$ cat config.mk
export PLATFORM = sky130hd
export DESIGN_NAME = mem_arbiter
export DESIGN_NICKNAME = d
export VERILOG_FILES = /design/src/rtl/riscv_structures.sv /design/src/rtl/mem_arb_pick.sv /design/src/rtl/mem_arbiter.sv
export SDC_FILE = /design/constraint.sdc
export NUM_CORES = 1
export LEC_CHECK = 0
export CAP_MARGIN = 30
export CORE_MARGIN = 8
export CORE_UTILIZATION = 18
export DETAILED_ROUTE_END_ITERATION = 10
export HOLD_SLACK_MARGIN = 0.15
export PLACE_DENSITY = 0.79
export SLEW_MARGIN = 20
export SYNTH_ARGS = -nofsm -noshare
export SYNTH_HDL_FRONTEND = slang
export SYNTH_SLANG_ARGS = --single-unit
$ cat constraint.sdc
create_clock -name clk -period 1.5 [get_ports clk]
set_input_delay 0.15 -clock clk [delete_from_list [all_inputs] [get_ports clk]]
set_output_delay 0.15 -clock clk [all_outputs]
set_load 0.02 [all_outputs]
$ cat src/rtl/riscv_structures.sv
// Shared arbiter types: FSM state encoding and port ownership.
package riscv_structures;

  typedef enum logic [1:0] {
    IDLE,
    BUSY_IF,
    BUSY_DM
  } arb_state_e;

  typedef enum logic {
    OWN_IF,
    OWN_DM
  } arb_owner_e;

endpackage

$ cat src/rtl/mem_arb_pick.sv
// Combinational winner select: data port by default, fetch when alone or starved.
module mem_arb_pick
  import riscv_structures::*;
#(
  parameter int unsigned STARVE_MAX = 4,
  parameter int unsigned CntW       = $clog2(STARVE_MAX + 1)
) (
  input  logic            if_req,
  input  logic            dm_req,
  input  logic [CntW-1:0] starve_cnt,
  output arb_owner_e      winner
);

  always_comb begin
    winner = OWN_DM;
    if (if_req && (!dm_req || (starve_cnt == CntW'(STARVE_MAX)))) begin
      winner = OWN_IF;
    end
  end

endmodule

$ cat src/rtl/mem_arbiter.sv
// Two-port (fetch/data) arbiter onto a single-port memory, one transaction in flight.
module mem_arbiter
  import riscv_structures::*;
#(
  parameter int unsigned STARVE_MAX = 4
) (
  input  logic        clk,
  input  logic        reset,
  input  logic        if_req,
  input  logic [31:0] if_addr,
  output logic        if_gnt,
  output logic        if_rvalid,
  output logic [31:0] if_rdata,
  input  logic        dm_req,
  input  logic        dm_we,
  input  logic [31:0] dm_addr,
  input  logic [31:0] dm_wdata,
  input  logic [3:0]  dm_be,
  output logic        dm_gnt,
  output logic        dm_rvalid,
  output logic [31:0] dm_rdata,
  output logic        mem_req,
  output logic        mem_we,
  output logic [31:0] mem_addr,
  output logic [31:0] mem_wdata,
  output logic [3:0]  mem_be,
  input  logic        mem_ready,
  input  logic        mem_rvalid,
  input  logic [31:0] mem_rdata
);

  localparam int unsigned CntW = $clog2(STARVE_MAX + 1);

  arb_state_e      state_q, state_d;
  logic [CntW-1:0] starve_cnt_q, starve_cnt_d;
  logic            dm_store_q, dm_store_d;
  arb_owner_e      winner;

  mem_arb_pick #(
    .STARVE_MAX(STARVE_MAX),
    .CntW      (CntW)
  ) u_pick (
    .if_req    (if_req),
    .dm_req    (dm_req),
    .starve_cnt(starve_cnt_q),
    .winner    (winner)
  );

  always_comb begin
    state_d      = state_q;
    starve_cnt_d = starve_cnt_q;
    dm_store_d   = dm_store_q;
    if_gnt       = 1'b0;
    if_rvalid    = 1'b0;
    if_rdata     = '0;
    dm_gnt       = 1'b0;
    dm_rvalid    = 1'b0;
    dm_rdata     = '0;
    mem_req      = 1'b0;
    mem_we       = 1'b0;
    mem_addr     = '0;
    mem_wdata    = '0;
    mem_be       = '0;

    unique case (state_q)
      IDLE: begin
        mem_req = if_req | dm_req;
        if (winner == OWN_IF) begin
          mem_addr = if_addr;
          mem_be   = 4'hF;
        end else begin
          mem_we    = dm_we;
          mem_addr  = dm_addr;
          mem_wdata = dm_wdata;
          mem_be    = dm_be;
        end
        if (mem_req && mem_ready) begin
          if (winner == OWN_IF) begin
            if_gnt       = 1'b1;
            state_d      = BUSY_IF;
            starve_cnt_d = '0;
          end else begin
            dm_gnt     = 1'b1;
            state_d    = BUSY_DM;
            dm_store_d = dm_we;
            if (if_req && (starve_cnt_q != CntW'(STARVE_MAX))) begin
              starve_cnt_d = starve_cnt_q + CntW'(1);
            end
          end
        end
      end
      BUSY_IF: begin
        if (mem_rvalid) begin
          if_rvalid = 1'b1;
          if_rdata  = mem_rdata;
          state_d   = IDLE;
        end
      end
      BUSY_DM: begin
        if (mem_rvalid) begin
          dm_rvalid = 1'b1;
          // Store completions never expose memory read data.
          dm_rdata  = dm_store_q ? '0 : mem_rdata;
          state_d   = IDLE;
        end
      end
      default: state_d = IDLE;
    endcase

    // Outputs are forced low for the whole time reset is held.
    if (!reset) begin
      if_gnt    = 1'b0;
      if_rvalid = 1'b0;
      if_rdata  = '0;
      dm_gnt    = 1'b0;
      dm_rvalid = 1'b0;
      dm_rdata  = '0;
      mem_req   = 1'b0;
      mem_we    = 1'b0;
      mem_addr  = '0;
      mem_wdata = '0;
      mem_be    = '0;
    end
  end

  always_ff @(posedge clk or negedge reset) begin
    if (!reset) begin
      state_q      <= IDLE;
      starve_cnt_q <= '0;
      dm_store_q   <= 1'b0;
    end else begin
      state_q      <= state_d;
      starve_cnt_q <= starve_cnt_d;
      dm_store_q   <= dm_store_d;
    end
  end

endmodule

==> impl_metrics.py, run 1 <==
metrics = {
    "final_layout": {
        "finalNonFillerCells": 626,
        "final_net_count": 667,
        "num_antenna_cells": 0,
        "fillCellCount": 573,
        "area_growth_pct": 296.0,
        "multi_input_comb_area_um2": 1829,
        "final_layout_size_suffix_gt1_share_pct": 67.37,
        "register_area_um2": 150.1,
        "fin_util_pct": 72.68,
    },
    "route": {
        "wire_per_inst_um": 22.23,
        "via_count": 2859,
        "antenna_left": 0,
        "drt_first_iter_violations": 75,
        "drtPass1Iterations": 4,
        "drc": 0,
        "drt-total-wl_um": 13920,
        "drt-vias-per-instance": 4.567,
    },
    "clocking": {
        "cts.clk_slew.worst_paths_ns": 0.04,
        "htreeDepth": 1,
        "tritoncts": "done",
        "clockBufferDepth": 2,
        "cts_root_buf": "clkbuf_8",
        "numClockSinks": 6,
        "cts_buffers": 3,
        "insertion_delay_ns": 0.22,
    },
    "synth": {
        "netlist_instances": 200,
        "syn_avg_cell_area_um2": 7.426,
        "synth_nets": 344,
        "synth_area_um2": 1485,
        "synth_area_leaders": "and2_1 (41%), a22o_1 (19%), dfrtp_1 (10%), buf_6 (4.5%), ha_1 (4.2%)",
        "ys_ff_latch": 6,
        "ys_warn_count": 0,
        "synth.distinct_cells": 29,
        "netlist.area_leader.share_pct": 40.86,
        "yosysTopAreaCell": "and2_1",
        "ys_seq_area_share_pct": 10.11,
    },
    "die": {
        "dieHeight_um": 106.8,
        "die_w_um": 106.8,
        "ios": 277,
        "rows": 33,
        "core_um2": 8093,
        "start_util_pct": 18.35,
        "dieArea_um2": 11410,
    },
    "sta": {
        "slew_viol_final": 0,
        "tightestPinTransition_ns": 0.3695,
        "rsz0062_at_grt": "true",
        "fin_ws_ns": -0.5221,
        "slew-limit-headroom_pct": 75.37,
        "finalHoldViolCount": 0,
        "fmax_mhz": 494.5,
        "finalCritPeriodShare_pct": 134.8,
        "setup_violations": 141,
        "clock_skew_ns": 0.002014,
        "period_needed_ns": 2.022,
    },
    "global_routing": {
        "grt_pass1_wl_um": 18460,
        "grt_util_all_layers_pct": 20.80,
        "grt_max_degree": 34,
        "antenna_found_initial": 0,
        "overflow": 0,
        "grt_pass1_vias": 3122,
    },
    "place": {
        "pre_cts_ws_ns": -0.8604,
        "dpl.hpwl_um": 9873,
        "placed_cells": 588,
        "gp_congestion": 0.8845,
        "io_buffers": 276,
    },
    "power_and_ir_drop": {
        "p_leak_nw": 2.736,
        "max-vdd-ir-drop_uv": 716.6,
        "powerDensity_nw_per_um2": 888.8,
        "totalPowerFinal_mw": 5.228,
    },
    "worst_setup_path": {
        "start_kind": "flop",
        "worstPathRequired_ns": 1.35,
        "cp-end-kind": "primary output",
        "crit_path_max_fanout": 4,
        "reg2reg_depth": 10,
        "reg2reg_from": "starve_cnt_q[0]$_DFFE_PN0P_",
        "cp.arrival_ns": 1.87,
        "worstSetupStartpoint": "starve_cnt_q[0]$_DFFE_PN0P_",
        "criticalPathCategory": "flop to primary output",
    },
    "job": {
        "maxCapViolations": 0,
    },
    "status": {
        "run_status": "finished, violations left",
        "violations": "setup timing",
    },
    "hold_path": {
        "min_path_type": "flop to flop",
        "hold_depth": 1,
        "hp-start": "dm_store_q$_DFFE_PN0P_",
    },
}
-- layout make-up --
| class | count | area share, % |
|---|---|---|
| inverters | 4 | 0.2553 |
| flip-flops and latches | 6 | 2.553 |
| clock buffers | 3 | 0.7020 |
| repair buffers | 336 | 63.16 |
| well taps | 105 | 2.234 |
| multi-input cells | 172 | 31.10 |
-- cells in the final DEF, fill, tap and decap left out, types with 4 or more instances in the layout --
cell,count
clkdlybuf4s50_1,137
buf_6,150
and2_1,6
a22o_4,30
ha_4,4
buf_12,9
buf_4,29
nand2_1,5
a21boi_2,4
dfrtp_1,6
and2_4,73
and2_2,18
buf_16,5
clkbuf_16,4
inv_2,4
-- critical path, stage by stage (launching register included) --
cell	delay, ns
dfrtp_1	0.36
inv_2	0.07
ha_4	0.18
a21bo_4	0.22
a21oi_4	0.20
buf_6	0.16
buf_16	0.12
buf_6	0.09
and2_4	0.13
buf_6	0.11
-- repair_timing --
item,4_1_cts,5_1_grt
gates cloned,7,5
hold buffers,1,0
setup endpoints to repair,138,140
buffers inserted,13,13
endpoints found under the hold margin,6,0
pin swaps,27,35
gates resized for setup,718,214
-- kinds of logic (layout without fill, tap and decap cells) --
kind of cell	count (synthesis)	after routing	share of synthesized area (%)
and+or+nand+nor	118	118	47.77
DFF	6	6	10.11
adders and majority gates	5	5	4.212
buffers and inverters	22	343	9.097
AOI/OAI and AO/OA	46	46	26.62
muxes	3	3	2.190
-- through the flow --
step	TNS (ns)	area, µm²	hold WS [ns]
after detailed placement	-105.42	4867	0.4893
final	-53.61	5882	0.5078
after floorplan	-3.964	1899	-0.1456
after global routing	-60.70	5882	0.5379
after CTS	-58.00	5406	0.5007
after global placement	-100.15	4867	0.4827
-- cell usage after synthesis --
cell,number
nor2b_1,1
and3_1,2
mux2i_1,1
clkbuf_2,1
ha_1,5
a22o_1,33
o31ai_1,1
inv_1,4
clkbuf_1,6
buf_2,5
nor3b_1,1
a21oi_4,1
a21boi_1,1
o22ai_1,1
a21oi_1,1
a211oi_1,1
nand4_1,1
buf_6,6
a21boi_0,4
and2b_1,1
nor2_1,4
nand2_1,6
a21bo_4,1
mux2_2,2
nand3_1,4
nor3_1,1
dfrtp_1,6
and2_1,97
o21ai_0,2
-- registers in the layout (all words and copies together), names as in the netlist --
register      flops
dm_store_q        1
state_q           2
starve_cnt_q      3
-- layer usage --
metal / wire length [µm] / global-route usage [%] / share of wire [%] / up-vias
met3: 1387 / 8.158 / 10 / 12
met2: 7539 / 39.79 / 54 / 174
met1: 4824 / 20.71 / 35 / 1336
met5: 0 / 0 / 0 / -
li1: - / - / - / 1337
met4: 167 / 3.920 / 1.2 / 0
-- where the power goes --
part | internal, mW | switching (mW)
clock | 0.173 | 0.0745
combinational | 2.68 | 2.02
sequential | 0.226 | 0.0505
total | 3.08 | 2.15
-- path summary, 6_finish.rpt --
check	end	slack, ns
max	mem_we	-0.52
min	dm_store_q$_DFFE_PN0P_	0.51
max reg2reg	state_q[0]$_DFFE_PN0P_	-0.15
min reg2reg	dm_store_q$_DFFE_PN0P_	0.51
max in group asynchronous	state_q[0]$_DFFE_PN0P_	0.41
min in group asynchronous	starve_cnt_q[2]$_DFFE_PN0P_	0.87
Note: power is estimated with default switching activity, not from simulation.
==> run 2: changes to the inputs <==
Settings changed: CELL_PAD_IN_SITES_DETAIL_PLACEMENT from default to 2, CELL_PAD_IN_SITES_GLOBAL_PLACEMENT from default to 2, CORE_ASPECT_RATIO from default to 1.1, CORE_UTILIZATION 18 to 10, PLACE_DENSITY 0.79 to 0.95.
==> run 2 against run 1 <==
Against the previous run:
- the run still ends with setup timing left
- register-to-register slack gained 0.03 ns
- non-clock buffer count grew 17
- first-iteration DRC count shrank 33%
- utilization shrank 30 points
- clock skew is essentially flat
- hold slack lost 0.047 ns
- worst setup slack lost 0.042 ns
- final area grew 4.4%
- critical path depth is the same
- combinational power grew 5.7%
- routed wire length grew 32%
- critical endpoint is now mem_wdata[14]
- fmax shrank 2.0%
==> impl_metrics.py, run 2 (synthesis gave the netlist of run 1 again) <==
metrics = {
    "status": {
        "run_status": "finished, violations left",
        "violations": "setup timing",
    },
    "sta": {
        "period_needed_ns": 2.064,
        "finalHoldViolCount": 0,
        "tightestPinTransition_ns": 0.5591,
        "slew_viol_final": 0,
        "slew-limit-headroom_pct": 62.33,
        "finalCritPeriodShare_pct": 137.6,
        "clock_skew_ns": 0.002321,
        "rsz0062_at_grt": "true",
        "fmax_mhz": 484.4,
        "setup_violations": 139,
        "fin_ws_ns": -0.5642,
    },
    "final_layout": {
        "multi_input_comb_area_um2": 1803,
        "final_common_cell": "clkdlybuf4s50_1",
        "largest_reg_flops": 3,
        "num_antenna_cells": 0,
        "register_area_um2": 150.1,
        "final_layout_size_suffix_gt1_share_pct": 68.22,
        "fin_util_pct": 42.53,
        "final_net_count": 684,
        "max_flop_register": "starve_cnt_q",
        "fillCellCount": 1462,
        "reg_top3": "starve_cnt_q x3, state_q x2, dm_store_q x1",
        "final_cell_mix": "clkdlybuf4s50_1 (138), buf_6 (135), and2_4 (88)",
        "area_growth_pct": 313.6,
    },
    "die": {
        "start_util_pct": 10.28,
        "die_w_um": 132.2,
        "ios": 277,
        "dieHeight_um": 143.8,
        "core_um2": 14450,
        "rows": 46,
        "dieArea_um2": 19010,
    },
    "global_routing": {
        "overflow": 0,
        "grt_util_all_layers_pct": 16.67,
        "grt_max_degree": 17,
        "antenna_found_initial": 0,
        "grt_pass1_vias": 3567,
        "grt_pass1_wl_um": 24100,
    },
    "worst_setup_path": {
        "crit_cells": 9,
        "cp-end-kind": "primary output",
        "reg2reg_from": "starve_cnt_q[1]$_DFFE_PN0P_",
        "r2r-end": "state_q[0]$_DFFE_PN0P_",
        "cp.arrival_ns": 1.91,
        "rrSetupSlack_ns": -0.12,
        "critPathMostFrequentCell": "buf_12",
        "crit_path_cell_trace": "inv_2 > ha_4 > a21bo_4 > a21oi_4 > buf_12 > buf_12 > buf_16 > and2_4 > buf_6",
        "worstPathRequired_ns": 1.35,
        "crit_slowest_cell": "dfrtp_1",
        "reg2reg_depth": 8,
        "crit_path_max_incr_delay_ns": 0.35,
        "crit_path_max_fanout": 7,
        "crit_family": "buffers and inverters",
        "start_kind": "flop",
        "path_buf_inv": 5,
        "worstSetupStartpoint": "starve_cnt_q[1]$_DFFE_PN0P_",
        "criticalPathCategory": "flop to primary output",
    },
    "clocking": {
        "insertion_delay_ns": 0.23,
        "cts_buffers": 3,
        "clockBufferDepth": 2,
        "htreeDepth": 1,
        "cts_root_buf": "clkbuf_16",
        "cts.clk_slew.worst_paths_ns": 0.04,
        "tritoncts": "done",
        "numClockSinks": 6,
    },
    "route": {
        "drc": 0,
        "drtPass1Iterations": 4,
        "drt_first_iter_violations": 50,
        "wire_per_inst_um": 25.11,
        "via_count": 2991,
        "drt-vias-per-instance": 4.097,
        "antenna_left": 0,
        "drt-total-wl_um": 18330,
    },
    "place": {
        "io_buffers": 276,
        "dpl.hpwl_um": 12570,
        "pre_cts_ws_ns": -0.9457,
        "gp_congestion": 0.8567,
    },
    "power_and_ir_drop": {
        "totalPowerFinal_mw": 5.685,
        "max-vdd-ir-drop_uv": 347.6,
        "combPwrFrac_pct": 87.5,
        "p_clk_share_pct": 7.7,
        "p_int_mw": 3.406,
        "switching_share_pct": 40.09,
        "seq_power_share_pct": 4.8,
        "powerDensity_nw_per_um2": 925.4,
        "switchingPower_mw": 2.279,
        "p_leak_nw": 2.858,
    },
    "hold_path": {
        "min_path_type": "primary input to asynchronous set/reset pin",
    },
    "job": {
        "maxCapViolations": 0,
    },
}
run 2: changes by cell type in the layout (fill, tap and decap cells not counted), moves of 5 or more:
cell	delta
and2_2	-9
buf_6	-15
and2_4	+15
buf_4	+22
and2_1	-6
buf_8	+5
run 2: area by class of cell:
| type | count | share of cell area, % |
|---|---|---|
| timing repair buffer | 353 | 62.83 |
| clock buffer | 3 | 1.222 |
| multi-input combinational | 172 | 29.35 |
| tap | 192 | 3.910 |
| sequential | 6 | 2.444 |
| inverter | 4 | 0.2444 |
run 2: what timing repair did:
item                                   4_1_cts  5_1_grt
pin swaps                                    9       53
endpoints found under the hold margin        0        0
hold buffers                                 0        0
buffers inserted                            23       24
gates cloned                                13        3
resized for setup                          711      211
setup endpoints to repair                  139      140
run 2: power groups by stage:
stage | combinational [mW] | clock [mW] | sequential, mW
after global placement | 3.42 | 0 | 0.263
after detailed placement | 3.55 | 0 | 0.271
final | 4.97 | 0.440 | 0.272
after CTS | 4.63 | 0.451 | 0.272
after global routing | 5.23 | 0.460 | 0.279
after floorplan | 1.87 | 0 | 0.260
run 2: metrics by stage:
step / hold slack (ns) / TNS, ns / area [µm²] / std cells
6_report: 0.4607 / -59.20 / 6143 / 730
5_1_grt: 0.4836 / -67.76 / 6143 / 730
4_1_cts: 0.4385 / -61.90 / 5725 / 715
3_3_place_gp: 0.5005 / -94.76 / 4984 / 676
3_5_place_dp: 0.5228 / -104.42 / 4984 / 676
2_1_floorplan: -0.1456 / -3.964 / 1899 / 200
run 2: worst max path at each step:
stage	end	slack, ns
6_report	mem_wdata[14]	-0.56
3_5_place_dp	mem_wdata[14]	-0.95
4_1_cts	mem_wdata[14]	-0.58
3_3_place_gp	mem_wdata[19]	-0.78
5_1_grt	mem_be[3]	-0.64
2_1_floorplan	mem_addr[14]	-0.08
run 2: worst min-delay path, delay by kind of cell:
family | cells | cell delay, ns
buf+inv | 3 | 0.86
run 2: metal layers:
layer	GRT usage (%)	wire length (µm)	up-vias
li1	-	-	1364
met1	16.68	6734	1406
met2	32.14	9678	213
met3	6.913	1791	8
met4	2.512	129	0
met5	0	0	-
